**src/rtl/dmem_arbiter.sv**
```systemverilog
// Round-robin arbiter sharing one data-memory port between the core load/store
// path (port 0) and the loader/debug path (port 1). All outputs are registered.
//
// state  | meaning
// -------+-------------------------------------------------------------
// IDLE   | no access in progress; arbitrate between req0/req1
// ACCESS | memory signals driven from latched request; cnt counts down
// DONE   | result captured; done pulse is registered out of this state
module dmem_arbiter #(
  parameter int LATENCY = 1,
  parameter int AW      = 32
) (
  input  logic          clk,
  input  logic          rst,
  input  logic          req0,
  input  logic          we0,
  input  logic [AW-1:0] addr0,
  input  logic [2:0]    funct3_0,
  input  logic [31:0]   wdata0,
  output logic          gnt0,
  output logic          done0,
  input  logic          req1,
  input  logic          we1,
  input  logic [AW-1:0] addr1,
  input  logic [2:0]    funct3_1,
  input  logic [31:0]   wdata1,
  output logic          gnt1,
  output logic          done1,
  output logic [31:0]   rdata,
  output logic [AW-1:0] mem_addr,
  output logic [2:0]    mem_funct3,
  output logic          mem_MemWrite,
  output logic          mem_MemRead,
  output logic [31:0]   mem_writeData,
  input  logic [31:0]   mem_readData
);

  localparam int CW = (LATENCY > 1) ? $clog2(LATENCY) : 1;

  typedef enum logic [1:0] {IDLE, ACCESS, DONE} state_t;

  state_t        state;
  logic [CW-1:0] cnt;
  logic          last;
  logic          sel;
  logic          weLat;
  logic          winner;

  // On a tie the port that did not win last time goes next.
  assign winner = (req0 & req1) ? ~last : req1;

  always_ff @(posedge clk) begin
    if (rst) begin
      state         <= IDLE;
      cnt           <= '0;
      last          <= 1'b1;
      sel           <= 1'b0;
      weLat         <= 1'b0;
      gnt0          <= 1'b0;
      gnt1          <= 1'b0;
      done0         <= 1'b0;
      done1         <= 1'b0;
      rdata         <= '0;
      mem_addr      <= '0;
      mem_funct3    <= '0;
      mem_MemWrite  <= 1'b0;
      mem_MemRead   <= 1'b0;
      mem_writeData <= '0;
    end else begin
      gnt0  <= 1'b0;
      gnt1  <= 1'b0;
      done0 <= 1'b0;
      done1 <= 1'b0;
      case (state)
        IDLE: begin
          if (req0 | req1) begin
            state <= ACCESS;
            sel   <= winner;
            last  <= winner;
            cnt   <= CW'(LATENCY - 1);
            if (winner) begin
              weLat         <= we1;
              mem_addr      <= addr1;
              mem_funct3    <= funct3_1;
              mem_writeData <= wdata1;
              mem_MemRead   <= ~we1;
              mem_MemWrite  <= we1 && (LATENCY == 1);
              gnt1          <= 1'b1;
            end else begin
              weLat         <= we0;
              mem_addr      <= addr0;
              mem_funct3    <= funct3_0;
              mem_writeData <= wdata0;
              mem_MemRead   <= ~we0;
              mem_MemWrite  <= we0 && (LATENCY == 1);
              gnt0          <= 1'b1;
            end
          end
        end
        ACCESS: begin
          if (cnt == '0) begin
            state        <= DONE;
            mem_MemRead  <= 1'b0;
            mem_MemWrite <= 1'b0;
            if (!weLat) rdata <= mem_readData;
          end else begin
            cnt <= cnt - CW'(1);
            // Write enable is raised only for the final (cnt==0) cycle.
            if (cnt == CW'(1)) mem_MemWrite <= weLat;
          end
        end
        DONE: begin
          state <= IDLE;
          if (sel) done1 <= 1'b1;
          else     done0 <= 1'b1;
        end
        default: state <= IDLE;
      endcase
    end
  end

endmodule

```
**config.mk**
```make
export PLATFORM = sky130hd
export DESIGN_NAME = dmem_arbiter
export DESIGN_NICKNAME = d
export VERILOG_FILES = /design/src/rtl/dmem_arbiter.sv
export SDC_FILE = /design/constraint.sdc
export NUM_CORES = 1
export LEC_CHECK = 0
export ABC_AREA = 1
export BUFFER_PORTS_ARGS = -buffer_cell sky130_fd_sc_hd__buf_2
export CAP_MARGIN = 5
export CORE_MARGIN = 8
export CORE_UTILIZATION = 49
export DETAILED_ROUTE_END_ITERATION = 16
export HOLD_SLACK_MARGIN = 0.03
export PLACE_DENSITY = 0.95
export SYNTH_ARGS = -nofsm -noshare
export SYNTH_HDL_FRONTEND = slang
export SYNTH_SLANG_ARGS = --single-unit
```
**constraint.sdc**
```tcl
create_clock -name clk -period 2.8 [get_ports clk]
set_clock_uncertainty 0.05 [all_clocks]
set_input_delay 0.28 -clock clk [delete_from_list [all_inputs] [get_ports clk]]
set_output_delay 0.28 -clock clk [all_outputs]
set_load 0.05 [all_outputs]
```
==> reports/results.ini <==
[status]
outcome=finished clean

[global_route]
grt_pass1_wl_um=26600
grt_max_degree=118
grt-ovfl-total=0
grt_pass1_vias=5395
antenna_found_initial=1
gr-usage-all-layers=0.223

[power]
ir_drop_mv=0.306
power_w=0.00420
power.density_mw_per_mm2=609
p_leak_nw=3.78

[route]
ant_nets=0
finalWirelength_um=16700
viasPerCell=4.92
drt-initial-drc-count=408
drc=0
wl_per_cell_um=14.0
dr_total_vias=5874
drt_first_pass_iters=4

[logic_synthesis]
syn_area_per_cell_sq_um=6.55
yosysUniqueCellTypes=21
synth.area.top_cells=dfxtp_1 41%, nand2_1 20%, nor2_1 7.2%
yosys-top-cells-count=288 x nand2_1, 110 x dfxtp_1, 102 x nor2_1, 71 x nand3_1, 54 x inv_1
yosysTopAreaCell=dfxtp_1
syn_inst=813
synth.most_common_cell=nand2_1
yosysTopAreaCellShare=0.413
synth_seq_area_share=0.413
async_reset_ff_frac=0
netlist_area_sq_mm=0.00533
yosys_most_used_dff=dfxtp_1
ys_ff_latch=110
synth.yosys.warnings=0
syn-num-nets=985
synth_edf_count=0

[finish]
antennaDiodeCount=0
seq_area_sq_mm=0.00220
syn_to_final_growth_pct=29.5
layoutNonFillerInstCount=1193
final_net_count=1221
drive_gt1_frac=0.294
final_area_sq_mm=0.00690
multiInputGateArea_sq_mm=0.00261
nFillCells=969

[worst_setup_path]
critPathKind=flop to flop
startpoint_type=flop
slowest_stage=nor2_2
cp.required_ns=3.05
worst_ep_arrival_time_ns=2.06
path_buf_inv=1
cp_max_fo=35
crit_family=simple AND/OR/NAND/NOR gates
crit_top_cell=nand2_1
slowest_delay_ns=0.67
worstPathCellList=buf_4 > nor2_1 > nand2_2 > nor2_2 > nand2_1 > nand2_1
reg2reg_depth=6
cp-end-kind=flop
cp_num_cells=6

[place]
gp_congestion=0.833
placed_cells=1177
io_buffers=276
dpl-instance-area_sq_mm=0.00668
place_hpwl_um=12400

[worst_hold_path]
hold_path_class=primary input to flop
hold_path_depth=3

[clocking]
cts_buffers=9
cts_setup_buffers=0
cts_hold_buf=0
clk_transition_reported_paths_ns=0.10
cts_max_level=3
clock-sinks=110
clk-insertion-delay-late_ns=0.34
cts-root-buf=clkbuf_8
clockBufferDepth=2
tritoncts=yes
postCtsResizedCells=0

[timing]
worst_pin_slew_ns=0.879
fmax_ghz=0.552
grt_setup_unrepaired=no
period_share=0.647
hold_viol_final=0
timing.slew.headroom=0.413
fin_tns_setup_ns=0
setup_viol=0
slew_violations=0
min_period_ns=1.81

[floorplan]
die_x_um=120
pin_count=277
start_util=0.496
core_region_area_sq_mm=0.0107
row_count=38
die_area_sq_mm=0.0145
die_h_um=120

[job]
max_cap_viol_count=0

==> report_power, final <==
part	switching [W]	internal, W
clock	0.000510	0.000500
sequential	0.0000705	0.00171
combinational	0.00102	0.000389
total	0.00160	0.00260
==> worst min-delay path: stages <==
cell and delay (ns):
buf_2 0.09, nand4_1 0.07, a21oi_1 0.06
==> stage by stage <==
step                       util  setup slack, ns  hold slack [ns]
final                     0.642            0.989            0.146
after global routing      0.642            0.837            0.122
after CTS                 0.641            0.901            0.123
after detailed placement  0.622            0.691            0.377
after global placement    0.622            0.813            0.376
after floorplan               -             1.56            0.363
==> final cells by class <==
cell class,instances,share of cell area
sequential,110,0.319
tap,140,0.0254
timing repair buffer,288,0.215
clock inverter,6,0.0125
multi-input combinational,583,0.378
inverter,57,0.0310
clock buffer,9,0.0180
==> logic make-up (layout without fill, tap and decap cells) <==
kind of cell           count (synthesis)  count (layout)  share of synthesized area
and+or+nand+nor                      502             502                      0.391
AOI/OAI and AO/OA                     81              81                     0.0987
buffers and inverters                120             360                     0.0973
DFF                                  110             110                      0.413
==> layout by cell type, fill, tap and decap left out, types with 20 or more instances in the layout <==
cell | netlist | layout
nand2_1 | 288 | 288
buf_2 | 24 | 275
dfxtp_1 | 110 | 110
nor2_1 | 102 | 102
nand3_1 | 71 | 71
inv_1 | 54 | 54
nand4_1 | 34 | 34
a21oi_1 | 33 | 33
a21boi_1 | 28 | 28
a21boi_0 | 20 | 20
==> metal layers <==
layer	vias to the layer above	share of wire	track usage
met2	259	0.49	0.379
met1	2564	0.39	0.252
li1	3025	-	-
met3	24	0.11	0.0881
met5	-	0.00048	0
met4	2	0.015	0.0671
==> registers in the layout, indices dropped and copies added (netlist names), 2 cells and up <==
signal,cells
mem_addr,32
mem_funct3,3
mem_writeData,32
state,2
rdata,32
==> final timing paths <==
kind                             start                   endpoint  slack, ns
min                   mem_readData[27]     rdata[27]$_SDFFE_PP0P_       0.15
min reg2reg  mem_addr[23]$_SDFFE_PP0P_  mem_addr[23]$_SDFFE_PP0P_       0.40
max reg2reg      state[0]$_SDFFE_PP0P_         weLat$_SDFFE_PP0P_       0.99
max              state[0]$_SDFFE_PP0P_         weLat$_SDFFE_PP0P_       0.99
Power figures use the tool's default switching activity.
